File: config.mk
export PLATFORM = sky130hd
export DESIGN_NAME = filter_sequencer
export DESIGN_NICKNAME = d
export VERILOG_FILES = /design/src/rtl/filter_pkg.sv /design/src/rtl/filter_iir_step.sv /design/src/rtl/filter_sequencer.sv
export SDC_FILE = /design/constraint.sdc
export NUM_CORES = 1
export LEC_CHECK = 0
export BUFFER_PORTS_ARGS = -buffer_cell sky130_fd_sc_hd__buf_4
export CELL_PAD_IN_SITES_DETAIL_PLACEMENT = 1
export CELL_PAD_IN_SITES_GLOBAL_PLACEMENT = 1
export CORE_MARGIN = 10
export CORE_UTILIZATION = 35
export DETAILED_ROUTE_END_ITERATION = 12
export GPL_TIMING_DRIVEN = 0
export PLACE_DENSITY_LB_ADDON = 0.05
export SYNTH_ARGS = -nofsm -noshare
export SYNTH_HDL_FRONTEND = slang
export SYNTH_SLANG_ARGS = --single-unit
File: constraint.sdc
create_clock -name clk -period 19 [get_ports clk]
set_input_delay 1.9 -clock clk [delete_from_list [all_inputs] [get_ports clk]]
set_output_delay 1.9 -clock clk [all_outputs]
set_load 0.1 [all_outputs]
File: src/rtl/filter_pkg.sv
// Shared types and fixed-point constants for the one-pole IIR filter datapath.
package filter_pkg;

    typedef enum logic [1:0] {
        IDLE,
        RUN,
        DRAIN,
        DONE
    } state_e;

    typedef enum logic {
        LOWPASS  = 1'b0,
        HIGHPASS = 1'b1
    } mode_e;

    localparam int SAT_MAX = 2047;
    localparam int SAT_MIN = -2047;
    localparam int Q_SHIFT = 11;
    localparam int Q_ONE   = 1 << Q_SHIFT;

    // Symmetric clamp so |y| always fits in DW-1 magnitude bits.
    function automatic int sat(input int v);
        if (v > SAT_MAX) return SAT_MAX;
        if (v < SAT_MIN) return SAT_MIN;
        return v;
    endfunction

endpackage

File: src/rtl/filter_iir_step.sv
// One IIR step, purely combinational: lp = sat((A*y_prev + (1-A)*x) >>> 11),
// y = lp (low-pass) or sat(x - lp) (high-pass).
module filter_iir_step
    import filter_pkg::*;
#(
    parameter int DW   = 12,
    parameter int COEF = 1843
) (
    input  logic signed [DW-1:0] x,
    input  logic signed [DW-1:0] y_prev,
    input  mode_e                mode,
    output logic signed [DW-1:0] y,
    output logic signed [DW-1:0] lp
);

    int acc;

    // Arithmetic shift on a signed int floors toward minus infinity.
    always_comb begin
        acc = COEF * int'(y_prev) + (Q_ONE - COEF) * int'(x);
        lp  = DW'(sat(acc >>> Q_SHIFT));
        y   = (mode == HIGHPASS) ? DW'(sat(int'(x) - int'(lp))) : lp;
    end

endmodule

File: src/rtl/filter_sequencer.sv
// Frame sequencer: reads N_SAMPLES from sample RAM, filters each, writes filtered RAM.
// Optional FILTER_SEQ_PEAK_EN adds peak_abs = max |wr_data| over the last frame.
module filter_sequencer
    import filter_pkg::*;
#(
    parameter int N_SAMPLES = 256,
    parameter int DW        = 12,
    parameter int AW        = 8,
    parameter int COEF      = 1843
) (
    input  logic                 clk,
    input  logic                 rst,
    input  logic                 start,
    input  logic                 abort,
    input  logic                 mode,
    output logic                 rd_en,
    output logic [AW-1:0]        rd_addr,
    input  logic signed [DW-1:0] rd_data,
    output logic                 wr_en,
    output logic [AW-1:0]        wr_addr,
    output logic signed [DW-1:0] wr_data,
    output logic                 busy,
    output logic                 done,
    output logic                 overrun
`ifdef FILTER_SEQ_PEAK_EN
    ,
    output logic [DW-2:0]        peak_abs
`endif
);

    localparam logic [AW-1:0] LAST = AW'(N_SAMPLES - 1);

    state_e               state_q, state_d;
    mode_e                mode_q, mode_d;
    logic                 rd_en_q, rd_en_d;
    logic [AW-1:0]        rd_addr_q, rd_addr_d;
    logic                 pend_q, pend_d;
    logic [AW-1:0]        pend_addr_q, pend_addr_d;
    logic                 wr_en_q, wr_en_d;
    logic [AW-1:0]        wr_addr_q, wr_addr_d;
    logic signed [DW-1:0] wr_data_q, wr_data_d;
    logic signed [DW-1:0] y_prev_q, y_prev_d;
    logic                 overrun_q, overrun_d;
    logic                 start_ok, kill;
    logic signed [DW-1:0] y_step, lp_step;

    filter_iir_step #(
        .DW  (DW),
        .COEF(COEF)
    ) u_step (
        .x     (rd_data),
        .y_prev(y_prev_q),
        .mode  (mode_q),
        .y     (y_step),
        .lp    (lp_step)
    );

    assign start_ok = (state_q == IDLE) && start && !abort;
    assign kill     = abort && ((state_q == RUN) || (state_q == DRAIN));

    always_comb begin
        state_d     = state_q;
        mode_d      = mode_q;
        rd_en_d     = rd_en_q;
        rd_addr_d   = rd_addr_q;
        wr_addr_d   = wr_addr_q;
        wr_data_d   = wr_data_q;
        y_prev_d    = y_prev_q;
        overrun_d   = overrun_q;
        // pend marks a read issued last cycle, so rd_data holds its sample now.
        pend_d      = rd_en_q && !kill;
        pend_addr_d = rd_addr_q;
        wr_en_d     = pend_q && !kill;
        if (pend_q) begin
            wr_addr_d = pend_addr_q;
            wr_data_d = y_step;
            y_prev_d  = lp_step;
        end
        if (start && (state_q != IDLE)) overrun_d = 1'b1;

        unique case (state_q)
            IDLE: begin
                if (start_ok) begin
                    state_d   = RUN;
                    mode_d    = mode_e'(mode);
                    rd_en_d   = 1'b1;
                    rd_addr_d = '0;
                    y_prev_d  = '0;
                    overrun_d = 1'b0;
                end
            end
            RUN: begin
                if (kill) begin
                    state_d = IDLE;
                    rd_en_d = 1'b0;
                end else if (rd_addr_q == LAST) begin
                    state_d = DRAIN;
                    rd_en_d = 1'b0;
                end else begin
                    rd_addr_d = rd_addr_q + 1'b1;
                end
            end
            DRAIN: begin
                if (kill) state_d = IDLE;
                else if (wr_en_q && (wr_addr_q == LAST)) state_d = DONE;
            end
            DONE:    state_d = IDLE;
            default: state_d = IDLE;
        endcase
    end

    always_ff @(posedge clk or posedge rst) begin
        if (rst) begin
            state_q     <= IDLE;
            mode_q      <= LOWPASS;
            rd_en_q     <= 1'b0;
            rd_addr_q   <= '0;
            pend_q      <= 1'b0;
            pend_addr_q <= '0;
            wr_en_q     <= 1'b0;
            wr_addr_q   <= '0;
            wr_data_q   <= '0;
            y_prev_q    <= '0;
            overrun_q   <= 1'b0;
        end else begin
            state_q     <= state_d;
            mode_q      <= mode_d;
            rd_en_q     <= rd_en_d;
            rd_addr_q   <= rd_addr_d;
            pend_q      <= pend_d;
            pend_addr_q <= pend_addr_d;
            wr_en_q     <= wr_en_d;
            wr_addr_q   <= wr_addr_d;
            wr_data_q   <= wr_data_d;
            y_prev_q    <= y_prev_d;
            overrun_q   <= overrun_d;
        end
    end

`ifdef FILTER_SEQ_PEAK_EN
    logic [DW-2:0] peak_q, peak_d;
    logic [DW-1:0] wr_abs;

    // Saturation keeps wr_data above -2^(DW-1), so negation cannot overflow.
    assign wr_abs = wr_data_q[DW-1] ? -wr_data_q : wr_data_q;

    always_comb begin
        peak_d = peak_q;
        if (start_ok) peak_d = '0;
        else if (wr_en_q && (wr_abs > {1'b0, peak_q})) peak_d = wr_abs[DW-2:0];
    end

    always_ff @(posedge clk or posedge rst) begin
        if (rst) peak_q <= '0;
        else     peak_q <= peak_d;
    end

    assign peak_abs = peak_q;
`endif

    assign rd_en   = rd_en_q;
    assign rd_addr = rd_addr_q;
    assign wr_en   = wr_en_q;
    assign wr_addr = wr_addr_q;
    assign wr_data = wr_data_q;
    assign busy    = (state_q == RUN) || (state_q == DRAIN);
    assign done    = (state_q == DONE);
    assign overrun = overrun_q;

endmodule

==> flow_metrics.tcl, run 1 <==
set metrics [dict create \
    path_delay_family "adder cells" \
    die_area_mm2 0.0319 \
    holdPathStages 1 \
    syn2layout_area_growth_pct 11.0 \
    io_buffers 49 \
    grt.overflow.total 0 \
    dp_hpwl_mm 20.9 \
    max_stage_delay_ps 860 \
    dr.pass1.iters 4 \
    ys_ff_latch 55 \
    cts_tree "yes" \
    tns_ps 0 \
    r2r_cells 34 \
    wl_mm 24.3 \
    fmaxAchievable_mhz 85.1 \
    slew_violations 0 \
    crit_path_end_kind "flop" \
    hp-class "reg2reg" \
    numCtsBuffers 5 \
    syn_nets 1183 \
    drtAntennaViolNets 0 \
    core_area_mm2 0.0250 \
    post-route-period-util 0.618 \
    slew_headroom 0.156 \
    cp_max_fo 8 \
    yosys.area.top_type_share 0.232 \
    clk_pin_slew_worst_paths_ps 70 \
    synth_warnings 0 \
    ctsHoldBuffers 0 \
    vias 6562 \
    run_status "finished clean" \
    required_ps 19150 \
    synthArstFlopShare 1.00 \
    tightest_slew_ps 1260 \
    cts_sinks 55 \
    synth_adder_area_share 0.440 \
    finalHoldViolCount 0 \
    antenna_found_initial 0 \
    crit_slowest_cell "o31ai_1" \
    nets 1240 \
    clock_latency_ps 290 \
    drv_cap 0 \
    clock_skew_ps 6.66 \
    grt.total_usage 0.159 \
    synth_area_mm2 0.00882 \
    synthTopCellsByArea "fa_1, ha_1, dfrtp_1, inv_1, a21oi_1" \
    synth_compound_area_frac 0.164 \
    synth-edff-count 0 \
    worst-path-buf-inv 7 \
    n_antenna_cell 0 \
    synth_top_family_by_area "adder cells" \
    grt_pass1_vias 7083 \
    muxShareOfSynthArea 0.0231 \
    drive_above_1_share 0.116 \
    synthFlopType "dfrtp_1" \
    clockBufferDepth 2 \
    grt_pass1_wl_mm 40.0 \
    cp.depth 37 \
    synth_area_leader_cell "fa_1" \
    grt_max_degree 37 \
    syn_inst 918 \
    setup.worst_path.class "in2reg" \
    root_buffer "clkbuf_16" \
    start_kind "input pin" \
    initial_utilization 0.353 \
    viasPerCell 5.02 \
    io_pins 50 \
    arrival_ps 11910 \
    die_h_um 179 \
    h-tree-depth 2 \
    drc 0 \
    cts_resized 0 \
    yosys.area_share.simple 0.0843 \
    synth_xor_area_frac 0.0416 \
    dr.first_iter.drc_count 230 \
    avgRoutedWirePerCell_um 18.6 \
    gp_congestion 0.807 \
    rows 58 \
    avgSynthCellArea_um2 9.61 \
    rsz0062_at_grt "false" \
    postCtsSetupBuffers 0 \
    yosysUniqueCellTypes 78 \
    fp.dieW_um 179 \
    min_period_ps 11750 \
    seq_area_frac_synth 0.156 \
    setup_violations 0 \
]
[cells in the final DEF (no fill, tap or decap), types with 16 or more instances in the layout]
master,n
inv_1,185
ha_1,146
fa_1,102
a21oi_1,56
dfrtp_1,55
buf_4,49
nor2_1,43
nand2_1,40
o21ai_0,27
xnor2_1,24
xor2_1,16
[sequential cells by signal (all words and copies together), names as in the netlist]
name / flops
wr_data: 12
y_prev_q: 12
pend_addr_q: 8
rd_addr: 8
wr_addr: 8
state_q: 2
mode_q: 1
overrun: 1
pend_q: 1
rd_en: 1
wr_en: 1
[final timing paths]
kind                                                from                      to  slack (ps)
worst max-delay path                          rd_data[1]  wr_data[8]$_DFFE_PP0P_        7250
worst min-delay path            pend_addr_q[0]$_DFF_PP0_  wr_addr[0]$_DFFE_PP0P_         480
worst max register to register     y_prev_q[6]$_DFF_PP0_  wr_data[8]$_DFFE_PP0P_        8490
worst min register to register  pend_addr_q[0]$_DFF_PP0_  wr_addr[0]$_DFFE_PP0P_         480
max in group asynchronous                            rst   y_prev_q[8]$_DFF_PP0_       16830
min in group asynchronous                            rst  rd_addr[1]$_DFFE_PP0P_        1620
[metrics by stage]
stage               utilization  area [µm²]  setup WS [ps]  hold slack [ps]  std cells
floorplan                     -        8820           8670              454        918
global placement          0.385        9600           6710              447       1297
detailed placement        0.385        9620           6850              460       1298
CTS                       0.392        9790           7130              480       1306
global route              0.392        9790           6540              503       1306
finish                    0.392        9790           7250              479       1306
[cell families after synthesis]
family                     Yosys count
adders and majority gates          249
and+or+nand+nor                    149
muxes                               19
buffers and inverters              208
AOI/OAI and AO/OA                  197
DFF                                 55
xor gates and xnor gates            41
[area by class of cell]
| type | count | area [µm²] |
|---|---|---|
| buffer | 20 | 95.1 |
| clock buffer | 5 | 125 |
| clock inverter | 3 | 43.8 |
| fill | 2923 | 15200 |
| inverter | 188 | 706 |
| multi-input combinational | 655 | 6640 |
| sequential | 55 | 1380 |
| tap | 330 | 413 |
| timing repair buffer | 50 | 388 |
[routing by layer]
layer,up-vias,track usage,share of wire
met2,43,0.265,0.49
met5,-,0,0
met4,0,0.0193,0.0045
met1,3308,0.227,0.49
met3,6,0.0131,0.016
li1,3205,-,-
[synthesized netlist by cell type (12+ instances only)]
master,number
inv_1,186
ha_1,146
fa_1,102
a21oi_1,56
dfrtp_1,55
nor2_1,43
nand2_1,40
o21ai_0,27
xnor2_1,24
xor2_1,16
clkbuf_1,13
o211ai_1,12
Power of run 1 is left out: the tool's default activity adds up to more than one toggle a clock period on the data nets, which glitch-free logic cannot reach.
==> inputs of run 2 (changes only) <==
- ABC_AREA: not set -> 1
- clock period: 19 -> 12.32 ns (I/O delays scaled with it)
==> flow_metrics.tcl, run 2 <==
set metrics [dict create \
    finalHoldViolCount 0 \
    grt_pass1_vias 7565 \
    vias 7034 \
    yosys.area.top_type_share 0.228 \
    antenna_found_initial 0 \
    syn_nets 1372 \
    synthTopCellsByArea "fa_1, ha_1, dfrtp_1, inv_1, nand2_1" \
    cts_sinks 55 \
    wl_mm 25.3 \
    crit_path_end_kind "flop" \
    postCtsSetupBuffers 0 \
    preCtsSetupSlack_ps 2170 \
    clockBufferDepth 2 \
    r2r_slack_ps 2980 \
    path_delay_family "adder cells" \
    syn_inst 1107 \
    hp-class "reg2reg" \
    synth_warnings 0 \
    holdPathStages 0 \
    fmaxAchievable_mhz 102 \
    grt_pass1_wl_mm 41.3 \
    clk_pin_slew_worst_paths_ps 80 \
    clock_latency_ps 320 \
    drtAntennaViolNets 0 \
    fp.dieW_um 180 \
    rsz0062_at_grt "false" \
    avgSynthCellArea_um2 8.09 \
    final_util 0.394 \
    drv_cap 0 \
    synth_area_mm2 0.00896 \
    setup.worst_path.class "in2reg" \
    grt_max_degree 33 \
    seq_area_frac_synth 0.154 \
    tightest_slew_ps 671 \
    slew_violations 0 \
    die_area_mm2 0.0324 \
    tns_ps 0 \
    ctsHoldBuffers 0 \
    nets 1429 \
    max_stage_delay_ps 560 \
    avgRoutedWirePerCell_um 16.9 \
    rows 58 \
    post-route-period-util 0.797 \
    crit_slowest_cell "fa_1" \
    setup_ws_ps 2500 \
    worst-path-buf-inv 8 \
    core_area_mm2 0.0252 \
    dr.pass1.iters 5 \
    start_kind "input pin" \
    arrival_ps 10020 \
    setup_violations 0 \
    initial_utilization 0.356 \
    synthArstFlopShare 1.00 \
    dr.first_iter.drc_count 308 \
    clock_skew_ps 12.6 \
    hold_start "rd_addr[0]$_DFFE_PP0P_" \
    holdPathEnd "pend_addr_q[0]$_DFF_PP0_" \
    grt.total_usage 0.157 \
    cts_resized 0 \
    layout_commonest_cell "inv_1" \
    ys_ff_latch 55 \
    cts_tree "yes" \
    h-tree-depth 2 \
    die_h_um 180 \
    io_buffers 49 \
    gp_congestion 0.834 \
    synth_area_leader_cell "fa_1" \
    min_period_ps 9820 \
    slew_headroom 0.549 \
    syn2layout_area_growth_pct 10.7 \
    yosysMostFrequentCell "inv_1" \
    synthTopCellsByCount "inv_1, nand2_1, ha_1, fa_1, dfrtp_1" \
    dp_cells 1487 \
    io_pins 50 \
    instances_no_fill 1495 \
    grt.overflow.total 0 \
    r2r_cells 40 \
    fillers 3055 \
    synth-edff-count 0 \
    synthFlopType "dfrtp_1" \
    drc 0 \
    viasPerCell 4.71 \
    cp_max_fo 10 \
    most-common-layout-cells "inv_1, nand2_1, ha_1" \
    cp-startpoint "rd_data[5]" \
    rr_startpoint "y_prev_q[0]$_DFF_PP0_" \
    dp_hpwl_mm 22.5 \
    rr_endpoint "wr_data[5]$_DFFE_PP0P_" \
    yosysUniqueCellTypes 43 \
    drive_above_1_share 0.116 \
    run_status "finished clean" \
    n_antenna_cell 0 \
    required_ps 12520 \
    root_buffer "clkbuf_16" \
    numCtsBuffers 5 \
]
## run 2: cell types whose count changed after synthesis, sizes merged, moves of 13 or more
cell and change:
nand3 +38, inv +89, xnor2 -18, a211oi -14, a21oi -13, nand2 +218
## run 2: worst max path at each step
stage	endpoint	slack [ps]	cells after the start
floorplan	wr_data[1]$_DFFE_PP0P_	3670	38
global placement	wr_data[5]$_DFFE_PP0P_	2190	39
detailed placement	wr_data[5]$_DFFE_PP0P_	2170	39
CTS	wr_data[5]$_DFFE_PP0P_	2460	39
global route	wr_data[5]$_DFFE_PP0P_	2000	39
finish	wr_data[5]$_DFFE_PP0P_	2500	39
## run 2: cell type report
cell class	instances	area, µm²	area share
inverters	277	1040	0.105
clock buffers	5	125	0.0126
multi-input cells	763	6480	0.653
well taps	330	413	0.0417
clock inverters	3	31.3	0.00316
flip-flops and latches	55	1380	0.139
plain buffers	12	63.8	0.00644
repair buffers	50	388	0.0391
## run 2: cell families after synthesis
logic type               synth area share
AO/OA/AOI/OAI                      0.0676
XOR/XNOR                           0.0215
adder cells (fa/ha/maj)             0.432
buffers and inverters               0.123
flip-flops                          0.154
AND/OR/NAND/NOR                     0.202
## run 2: per-stage QoR
stage | area, µm² | hold slack (ps)
floorplan | 8960 | 426
global placement | 9740 | 410
detailed placement | 9760 | 431
CTS | 9910 | 455
global route | 9910 | 491
finish | 9910 | 451
## run 2: routing by layer
layer,vias up,share of wire,track usage
met3,9,0.040,0.0207
met4,0,0.0032,0.0122
met5,-,0,0
met1,3438,0.49,0.223
met2,88,0.46,0.259
li1,3499,-,-
Power of run 2 is left out for the same reason.
